File: src/rtl/fetch_pkg.sv
// fetch_pkg: shared fetch-stage types and constants.
// Entry layout, word size and the PC increment helper.
package fetch_pkg;

  localparam int XLEN        = 32;
  localparam int INSTR_BYTES = 4;

  localparam logic [XLEN-1:0] NOP_INSTR = 32'h0000_0013;

  // Width of the count of in-flight responses owed to a dead stream.
  localparam int DISC_W = 8;

  typedef struct packed {
    logic [XLEN-1:0] pc;
    logic [XLEN-1:0] code;
  } fq_entry_t;

  function automatic logic [XLEN-1:0] pc_next(
    input logic [XLEN-1:0] pc
  );
    return pc + XLEN'(INSTR_BYTES);
  endfunction

endpackage

File: src/rtl/fq_storage.sv
// fq_storage: DEPTH x {pc,code} register file for the fetch queue.
// Ports: pc write (alloc), code write (fill), async read (head), async clear.
module fq_storage
  import fetch_pkg::*;
#(
  parameter int DEPTH = 4,
  localparam int IW = $clog2(DEPTH)
) (
  input  logic            clk_i,
  input  logic            rst_ni,
  input  logic            pc_we_i,
  input  logic [IW-1:0]   pc_waddr_i,
  input  logic [XLEN-1:0] pc_wdata_i,
  input  logic            code_we_i,
  input  logic [IW-1:0]   code_waddr_i,
  input  logic [XLEN-1:0] code_wdata_i,
  input  logic [IW-1:0]   raddr_i,
  output logic [XLEN-1:0] rd_pc_o,
  output logic [XLEN-1:0] rd_code_o
);

  fq_entry_t mem_q [DEPTH];

  // The pc half is written at reservation, the code half
  // when the matching response lands; they never collide.
  always_ff @(posedge clk_i or negedge rst_ni) begin
    if (!rst_ni) begin
      for (int i = 0; i < DEPTH; i++) begin
        mem_q[i] <= '0;
      end
    end else begin
      if (pc_we_i) begin
        mem_q[pc_waddr_i].pc <= pc_wdata_i;
      end
      if (code_we_i) begin
        mem_q[code_waddr_i].code <= code_wdata_i;
      end
    end
  end

  assign rd_pc_o   = mem_q[raddr_i].pc;
  assign rd_code_o = mem_q[raddr_i].code;

endmodule

File: src/rtl/instr_fetch_queue.sv
// instr_fetch_queue: sequential fetch with reservation prefetch queue.
// Ports: imem req/rsp, redirect, instr valid/ready to decode, occupancy.
module instr_fetch_queue
  import fetch_pkg::*;
#(
  parameter logic [31:0] RESET_PC = 32'h0000_0000,
  parameter int          DEPTH    = 4
) (
  input  logic                   clock,
  input  logic                   reset,
  output logic                   imem_req_valid,
  input  logic                   imem_req_ready,
  output logic [31:0]            imem_req_addr,
  input  logic                   imem_rsp_valid,
  input  logic [31:0]            imem_rsp_data,
  input  logic                   redirect_valid,
  input  logic [31:0]            redirect_pc,
  output logic                   instr_valid,
  input  logic                   instr_ready,
  output logic [31:0]            instr_code,
  output logic [31:0]            instr_pc,
  output logic [$clog2(DEPTH):0] occupancy
);

  localparam int IW = $clog2(DEPTH);
  localparam int PW = IW + 1;

  logic [PW-1:0]     alloc_q, alloc_d;
  logic [PW-1:0]     fill_q, fill_d;
  logic [PW-1:0]     head_q, head_d;
  logic [XLEN-1:0]   fetch_pc_q, fetch_pc_d;
  logic [DISC_W-1:0] discard_q, discard_d;

  logic [PW-1:0] used;
  logic [PW-1:0] inflight;
  logic          req_fire;
  logic          rsp_drop;
  logic          rsp_keep;
  logic          pop;

  // Reserved entries and reservations still waiting for data.
  assign used     = alloc_q - head_q;
  assign inflight = alloc_q - fill_q;

  // Gated by reset so the request drops as soon as reset asserts.
  assign imem_req_valid = reset
                        && (used < PW'(DEPTH))
                        && !redirect_valid;
  assign imem_req_addr  = fetch_pc_q;
  assign req_fire       = imem_req_valid && imem_req_ready;

  // A word owed to a flushed stream is never stored.
  assign rsp_drop = imem_rsp_valid
                  && (discard_q != '0 || redirect_valid);
  assign rsp_keep = imem_rsp_valid && !rsp_drop;

  assign instr_valid = (head_q != fill_q) && !redirect_valid;
  assign pop         = instr_valid && instr_ready;
  assign occupancy   = used;

  always_comb begin
    alloc_d    = alloc_q;
    fill_d     = fill_q;
    head_d     = head_q;
    fetch_pc_d = fetch_pc_q;
    discard_d  = discard_q;

    if (req_fire) begin
      alloc_d    = alloc_q + PW'(1);
      fetch_pc_d = pc_next(fetch_pc_q);
    end
    if (rsp_keep) begin
      fill_d = fill_q + PW'(1);
    end
    if (pop) begin
      head_d = head_q + PW'(1);
    end
    if (imem_rsp_valid && discard_q != '0) begin
      discard_d = discard_q - DISC_W'(1);
    end

    // Every reservation not yet filled becomes a response to
    // throw away; one arriving now is already accounted for.
    if (redirect_valid) begin
      alloc_d    = '0;
      fill_d     = '0;
      head_d     = '0;
      fetch_pc_d = redirect_pc;
      discard_d  = discard_q
                 + DISC_W'(inflight)
                 - DISC_W'(imem_rsp_valid);
    end
  end

  always_ff @(posedge clock or negedge reset) begin
    if (!reset) begin
      alloc_q    <= '0;
      fill_q     <= '0;
      head_q     <= '0;
      fetch_pc_q <= RESET_PC;
      discard_q  <= '0;
    end else begin
      alloc_q    <= alloc_d;
      fill_q     <= fill_d;
      head_q     <= head_d;
      fetch_pc_q <= fetch_pc_d;
      discard_q  <= discard_d;
    end
  end

  fq_storage #(
    .DEPTH(DEPTH)
  ) u_storage (
    .clk_i        (clock),
    .rst_ni       (reset),
    .pc_we_i      (req_fire),
    .pc_waddr_i   (alloc_q[IW-1:0]),
    .pc_wdata_i   (fetch_pc_q),
    .code_we_i    (rsp_keep),
    .code_waddr_i (fill_q[IW-1:0]),
    .code_wdata_i (imem_rsp_data),
    .raddr_i      (head_q[IW-1:0]),
    .rd_pc_o      (instr_pc),
    .rd_code_o    (instr_code)
  );

  // A response must belong to a reservation or a flushed stream.
  a_rsp_owned: assert property (
    @(posedge clock) disable iff (!reset)
      imem_rsp_valid |-> (inflight != '0 || discard_q != '0)
  );

  a_addr_hold: assert property (
    @(posedge clock) disable iff (!reset)
      (imem_req_valid && !imem_req_ready)
        |=> (imem_req_addr == $past(imem_req_addr))
  );

  a_credit: assert property (
    @(posedge clock) disable iff (!reset)
      used <= PW'(DEPTH)
  );

endmodule

File: config.mk
export PLATFORM = sky130hd
export DESIGN_NAME = instr_fetch_queue
export DESIGN_NICKNAME = d
export VERILOG_FILES = /design/src/rtl/fetch_pkg.sv /design/src/rtl/fq_storage.sv /design/src/rtl/instr_fetch_queue.sv
export SDC_FILE = /design/constraint.sdc
export NUM_CORES = 1
export LEC_CHECK = 0
export CAP_MARGIN = 30
export CELL_PAD_IN_SITES_DETAIL_PLACEMENT = 2
export CELL_PAD_IN_SITES_GLOBAL_PLACEMENT = 2
export CORE_MARGIN = 10
export CORE_UTILIZATION = 47
export CTS_CLUSTER_DIAMETER = 120
export DETAILED_ROUTE_END_ITERATION = 16
export DONT_BUFFER_PORTS = 1
export PLACE_DENSITY = 0.88
export SLEW_MARGIN = 30
export SYNTH_ARGS = -nofsm -noshare
export SYNTH_HDL_FRONTEND = slang
export SYNTH_SLANG_ARGS = --single-unit
File: constraint.sdc
create_clock -name clock -period 4.8 [get_ports clock]
set_clock_uncertainty 0.05 [all_clocks]
set_input_delay 0.72 -clock clock [delete_from_list [all_inputs] [get_ports clock]]
set_output_delay 0.72 -clock clock [all_outputs]
set_load 0.02 [all_outputs]
==> impl_results.md, run 1 <==
- Status: finished, violations left
- Failing checks: hold timing
- Final Cycle Share: 0.763
- Pwr dens: 477 nW/um2
- Endpoints failing setup: 0
- Critical Path End Type: output pin
- Logic pwr share: 0.192
- DR vias: 8,914
- Mux contribution to synthesized area: 0.294
- Worst hold margin: -0.160 ns
- Cell count after synthesis: 1,032
- Required time worst endpoint: 4.03 ns
- Post-synth top area cell: dfrtp_1
- Post-layout min period: 3.66 ns
- Nets: 1,109
- #FFs+latches synth: 305
- Routed vias/inst: 6.24
- CTS tree: yes
- Die width: 196 um
- Max-Cap Viols: 0
- Total grt overflow: 0
- Clock sink total: 305
- P_sw: 0.00224 W
- Internal power: 0.00536 W
- Slew @ Worst Pin: 0.925 ns
- Predominant post-synthesis flop cell: dfrtp_1
- Fin. max-slew vios: 0
- Flop pwr share: 0.428
- Area grow syn2layout: 10.0%
- First-pass GRT wire length: 68,500 um
- H-tree depth: 2
- Root Buffer: clkbuf_16
- Hold Fails Final Rpt: 266
- Post-Place Setup Slack: 1.37 ns
- Max FO, Critical Path: 36
- Yosys top cell area share: 0.527
- Largest net degree at the start of global routing: 307
- Syn Std Cell Area: 14,500 um2
- Initial antenna violation count: 1
- Kind of critical path: flop to output pin
- TritonRoute pass-1 iters: 4
- Clk network pwr share: 0.380
- Tot Pwr: 0.00761 W
- Final worst setup slack: 1.14 ns
- Leak: 7.32 nW
- Total track usage: 0.230
- Post-route antenna net violation count: 0
- Die area: 38,200 um2
- Number of buffers created by CTS: 35
- F_max: 0.273 GHz
- Vias in the first global route: 10,400
- CP Data Arrival Time: 2.89 ns
- RSZ-0062 raised after global routing: false
- Register area share after synthesis: 0.527
- DRT iter0 DRCs: 567
- IO Count: 171
- Clock buffer depth: 3
- Peak supply drop: 339 uV
- Die Y: 196 um
- Final HPWL DP: 27,700 um
- Post-synthesis adder-cell area fraction: 0.0275
- Largest family of logic cells by synthesized area: multiplexers
- YS warnings: 0
- Final Wtd Congestion: 0.777
- Post-synth EDFFs: 0
- Setup Fix Bufs, Post-CTS: 0
- Mapped Nets: 1,132
- Switching Fraction: 0.295
- Synth area leaders: dfrtp_1, mux2_2, mux4_2
- Synth cell types: 64
- DR WL/cell: 31.0 um
- Post-synthesis simple-gate area fraction: 0.0568
- Drc violations: 0
- Compound-Gate Fraction of Synth Area: 0.0447
- Worst-path clk slew: 0.06 ns
- WL final: 44,200 um
- Initial Util: 0.475
- Syn Area/Cell: 14.0 um2
- Post-synthesis xor/xnor area fraction: 0.0161
- Setup_tns: 0 ns
- Hold WC Path Type: input pin to asynchronous set/reset pin
- Insertion delay to the later sink of the worst-skew pair: 0.53 ns
- Max-slew headroom: 0.381
- FP Rows: 64
- Util after Layout: 0.522
- Proportion of layout cells with a drive suffix above 1: 0.366
- Async S/R FF share, synth: 1.00
- PortBufs: 0
- Core area: 30,500 um2
- CP Launch Type: flop
- CTS resizes: 0
registers in the layout, summed over array words and instances (netlist names):
name	cells
alloc_q	3
discard_q	8
fill_q	3
head_q	3
imem_req_addr	32
u_storage.mem_q	256
routing by layer:
| metal | vias to the layer above | GRT usage | wire, um |
|---|---|---|---|
| met3 | 73 | 0.0627 | 3020 |
| met4 | 0 | 0.0715 | 1230 |
| met2 | 241 | 0.406 | 23200 |
| met5 | - | 0 | 0 |
| li1 | 3734 | - | - |
| met1 | 4866 | 0.265 | 16800 |
critical path, stage by stage, from the launching register on:
cell and delay, ns:
dfrtp_4 0.87, buf_4 0.75, mux4_2 0.70
power by group through the flow:
stage / clock, W / sequential, W / combinational (W)
6_report: 0.00289 / 0.00325 / 0.00146
5_1_grt: 0.00306 / 0.00330 / 0.00159
4_1_cts: 0.00295 / 0.00325 / 0.00148
3_5_place_dp: 0 / 0.00328 / 0.00143
3_3_place_gp: 0 / 0.00323 / 0.00132
2_1_floorplan: 0 / 0.00313 / 0.00116
worst paths after layout:
kind                                       from                    to  slack, ns  depth (start not counted)
setup / recovery                      head_q[0]        instr_code[31]       1.14                          2
max in group asynchronous                 reset  u_storage.mem_q[104]       4.22                          0
hold reg to reg            u_storage.mem_q[183]  u_storage.mem_q[183]       0.43                          2
min in group clock               redirect_valid             head_q[0]       0.25                          1
hold / removal                            reset   u_storage.mem_q[82]      -0.16                          0
setup reg to reg                      head_q[0]     imem_req_addr[22]       1.27                          8
metrics by stage:
step / area [um2] / hold slack (ns) / cells
after CTS: 15900 / -0.180 / 1427
after floorplan: 14500 / 0.374 / 1032
after detailed placement: 14700 / 0.384 / 1368
final: 15900 / -0.160 / 1428
after global routing: 15900 / -0.191 / 1427
after global placement: 14700 / 0.384 / 1368
synthesized netlist by cell type, types with 2 or more instances:
| cell type | number |
|---|---|
| nor2_1 | 20 |
| ha_1 | 27 |
| mux2_1 | 7 |
| or4_1 | 2 |
| o211ai_1 | 11 |
| xor2_1 | 5 |
| a211oi_1 | 2 |
| buf_1 | 6 |
| nand3_1 | 25 |
| nor3_1 | 5 |
| or3_1 | 2 |
| clkbuf_1 | 18 |
| dfrtp_1 | 305 |
| nand2_4 | 3 |
| buf_4 | 10 |
| mux2_2 | 226 |
| a31oi_1 | 8 |
| a21oi_1 | 6 |
| a221o_1 | 2 |
| nand4_1 | 10 |
| nor4_1 | 2 |
| and2_1 | 5 |
| clkbuf_2 | 2 |
| nand2_1 | 60 |
| mux2i_1 | 4 |
| a21o_1 | 2 |
| mux2_4 | 10 |
| buf_6 | 3 |
| inv_1 | 33 |
| o311ai_1 | 2 |
| nor2b_1 | 4 |
| nand4b_1 | 2 |
| nand4_2 | 2 |
| a22oi_1 | 2 |
| mux4_2 | 64 |
| o311ai_0 | 10 |
| o21ai_0 | 44 |
| fa_1 | 3 |
| and3_1 | 7 |
| xnor2_1 | 19 |
| buf_2 | 29 |
cell type report:
class | instances | area (um2)
fillers | 2760 | 14600
flip-flops and latches | 305 | 7640
multi-input cells | 625 | 6350
clock buffers | 49 | 1020
well taps | 396 | 495
clock inverters | 10 | 215
inverters | 33 | 124
repair buffers | 9 | 83.8
diodes | 1 | 2.50
cell families after synthesis:
logic type	count (synthesis)
muxes	311
DFF	305
and+or+nand+nor	159
buffers and inverters	102
AOI/OAI and AO/OA	100
adders and majority gates	30
xor gates and xnor gates	25
cells in the final DEF, fill, tap and decap left out, types with 7 or more instances in the layout:
cell type / count
a31oi_1: 8
and3_1: 7
buf_4: 7
clkbuf_16: 36
clkbuf_8: 7
dfrtp_1: 303
ha_1: 27
inv_1: 33
mux2_1: 7
mux2_2: 226
mux2_4: 10
mux4_2: 64
nand2_1: 60
nand3_1: 25
nand4_1: 10
nor2_1: 20
o211ai_1: 11
o21ai_0: 44
o311ai_0: 10
xnor2_1: 19
(Power assumes the default switching activity.)
==> run 2, diff against run 1 <==
--- a/config.mk
+++ b/config.mk
@@ -9,11 +9,11 @@
 export CELL_PAD_IN_SITES_DETAIL_PLACEMENT = 2
 export CELL_PAD_IN_SITES_GLOBAL_PLACEMENT = 2
 export CORE_MARGIN = 10
-export CORE_UTILIZATION = 47
+export CORE_UTILIZATION = 45
 export CTS_CLUSTER_DIAMETER = 120
 export DETAILED_ROUTE_END_ITERATION = 16
 export DONT_BUFFER_PORTS = 1
-export PLACE_DENSITY = 0.88
+export PLACE_DENSITY = 0.85
 export SLEW_MARGIN = 30
 export SYNTH_ARGS = -nofsm -noshare
 export SYNTH_HDL_FRONTEND = slang
==> constraint.sdc (replaced) <==
create_clock -name clock -period 3.8 [get_ports clock]
set_clock_uncertainty 0.05 [all_clocks]
set_input_delay 0.57 -clock clock [delete_from_list [all_inputs] [get_ports clock]]
set_output_delay 0.57 -clock clock [all_outputs]
set_load 0.02 [all_outputs]
==> run 2 against run 1 <==
Effect of this change: the flow still finishes with violations (hold timing); design area decreased by 0.56%; sequential share of layout area increased by 0.27 points; critical path depth increased by 11; combinational power increased by 23%; routed wire length decreased by 6.2%; clock power increased by 16%; register-to-register slack got worse by 0.84 ns; count of clock-buffer cells in the layout increased by 5; sequential cell count unchanged; hold slack got worse by 0.13 ns; largest power group unchanged; highest routed layer is now met5.
==> impl_results.md, run 2 (synthesis results as in run 1) <==
- Status: finished, violations left (unchanged)
- Failing checks: hold timing (unchanged)
- Drc violations: 0 (unchanged)
- Clock buffer depth: 3 (unchanged)
- Pwr dens: 581 nW/um2 (was 477 nW/um2)
- Die width: 199 um (was 196 um)
- Reg2reg path depth: 13 (was 8)
- DR WL/cell: 28.9 um (was 31.0 um)
- Kind of critical path: flop to flop (was flop to output pin)
- Leak: 7.28 nW (was 7.32 nW)
- CP Data Arrival Time: 3.68 ns (was 2.89 ns)
- Routed vias/inst: 6.11 (was 6.24)
- Max-Cap Viols: 0 (unchanged)
- Hold Fails Final Rpt: 305 (was 266)
- FP Rows: 65 (was 64)
- Most frequent cells in the layout: dfrtp_1, mux2_2, mux4_2 (unchanged)
- Biggest register: u_storage.mem_q (unchanged)
- Post-route antenna net violation count: 0 (unchanged)
- H-tree depth: 2 (unchanged)
- Endpoints failing setup: 0 (unchanged)
- Root Buffer: clkbuf_16 (unchanged)
- Max-slew headroom: 0.394 (was 0.381)
- Number of buffers created by CTS: 36 (was 35)
- Final HPWL DP: 25,700 um (was 27,700 um)
- PortBufs: 0 (unchanged)
- CTS tree: yes (unchanged)
- Crit path from: alloc_q[0] (was head_q[0])
- Total track usage: 0.211 (was 0.230)
- Worst-path clk slew: 0.06 ns (about the same)
- CP Cell Sequence: inv_1 -> ha_1 -> inv_1 -> fa_1 -> inv_1 -> ha_1 -> inv_1 -> ha_1 -> a211oi_1 -> o21ai_0 -> a31oi_1 -> xnor2_1 -> mux2i_1 (was buf_4 -> mux4_2)
- RSZ-0062 raised after global routing: false (unchanged)
- Clock sink total: 305 (unchanged)
- Hold WC Path Type: input pin to asynchronous set/reset pin (unchanged)
- Nets: 1,111 (was 1,109)
- Peak supply drop: 419 uV (was 339 uV)
- Worst stage delay on the critical path: 0.54 ns (was 0.87 ns)
- CP Launch Type: flop (unchanged)
- Setup Fix Bufs, Post-CTS: 0 (unchanged)
- Area grow syn2layout: 9.44% (was 10.0%)
- CTS resizes: 0 (unchanged)
- Proportion of layout cells with a drive suffix above 1: 0.365 (was 0.366)
- Critical Path End Type: flop (was output pin)
- Final Cycle Share: 0.887
- Die area: 39,800 um2 (was 38,200 um2)
- Required time worst endpoint: 4.10 ns (was 4.03 ns)
- Most used cell along the critical path: inv_1
- Total grt overflow: 0 (unchanged)
- Setup_tns: 0 ns (unchanged)
- Slew @ Worst Pin: 0.906 ns (was 0.925 ns)
- F_max: 0.297 GHz
- TritonRoute pass-1 iters: 4 (unchanged)
- R2r setup slk: 0.43 ns (was 1.27 ns)
- Final Wtd Congestion: 0.737 (was 0.777)
- Core area: 31,600 um2 (was 30,500 um2)
- Fin. max-slew vios: 0 (unchanged)
- IO Count: 171 (unchanged)
- First-pass GRT wire length: 64,200 um (was 68,500 um)
- Worst hold margin: -0.290 ns (was -0.160 ns)
- Max reg flops: 256 (unchanged)
- Max FO, Critical Path: 6 (was 36)
- R2r startpoint: alloc_q[0] (was head_q[0])
- Post-layout min period: 3.37 ns
- Commonest non-fill, non-tap cell in the layout: dfrtp_1 (unchanged)
- DR vias: 8,774 (was 8,914)
- Initial antenna violation count: 4 (was 1)
- Largest net degree at the start of global routing: 307 (unchanged)
- WL final: 41,500 um (was 44,200 um)
- Initial Util: 0.458 (was 0.475)
- Worst r2r dst: discard_q[7] (was imem_req_addr[22])
- Insertion delay to the later sink of the worst-skew pair: 0.51 ns (was 0.53 ns)
- CP endpoint: discard_q[7] (was instr_code[31])
- Vias in the first global route: 10,200 (was 10,400)
- Crit-path slowest cell: fa_1 (was dfrtp_4)
- DRT iter0 DRCs: 460 (was 567)
- Die Y: 199 um (was 196 um)
run 2: how the worst min path moves through the flow:
| stage | startpoint | end |
|---|---|---|
| floorplan | reset | alloc_q[0] |
| global placement | reset | u_storage.mem_q[208] |
| detailed placement | reset | u_storage.mem_q[208] |
| CTS | reset | u_storage.mem_q[208] |
| global route | reset | u_storage.mem_q[144] |
| finish | reset | u_storage.mem_q[144] |
run 2: per-layer routing:
layer | vias to the layer above | track usage | part of all wire
met4 | 6 | 0.0620 | 0.027
li1 | 3739 | - | -
met5 | - | 0 | 0.00077
met3 | 73 | 0.0671 | 0.070
met2 | 195 | 0.362 | 0.50
met1 | 4761 | 0.248 | 0.40
run 2: final cells by class:
cell class                 instances  area, um2
multi-input combinational        625       6360
timing repair buffer              10       95.1
tap                              402        503
inverter                          33        124
clock buffer                      54       1060
sequential                       305       7640
clock inverter                     6       62.6
fill                            2917      15800
antenna                            1       2.50
run 2: worst max-delay path, delay by kind of cell, from the launching register on:
family	cells	cell delay, ns
DFF	1	0.41
adders and majority gates	4	1.34
AOI/OAI and AO/OA	3	0.77
muxes	1	0.09
xor gates and xnor gates	1	0.14
buffers and inverters	4	0.40
run 2: power by group:
part	leakage (nW)	internal [W]	switching (W)	total, W
sequential	4.07	0.00368	0.000400	0.00408
combinational	2.66	0.000815	0.000970	0.00179
clock	0.553	0.00199	0.00135	0.00334
run 2: metrics by stage:
step,worst slack [ns],total power [W],utilization,cells,instance area [um2]
global route,0.215,0.00967,0.501,1436,15800
global placement,0.673,0.00575,0.465,1375,14700
detailed placement,0.624,0.00590,0.465,1375,14700
finish,0.428,0.00920,0.501,1436,15800
CTS,0.430,0.00931,0.501,1435,15800
floorplan,0.923,0.00542,-,1032,14500
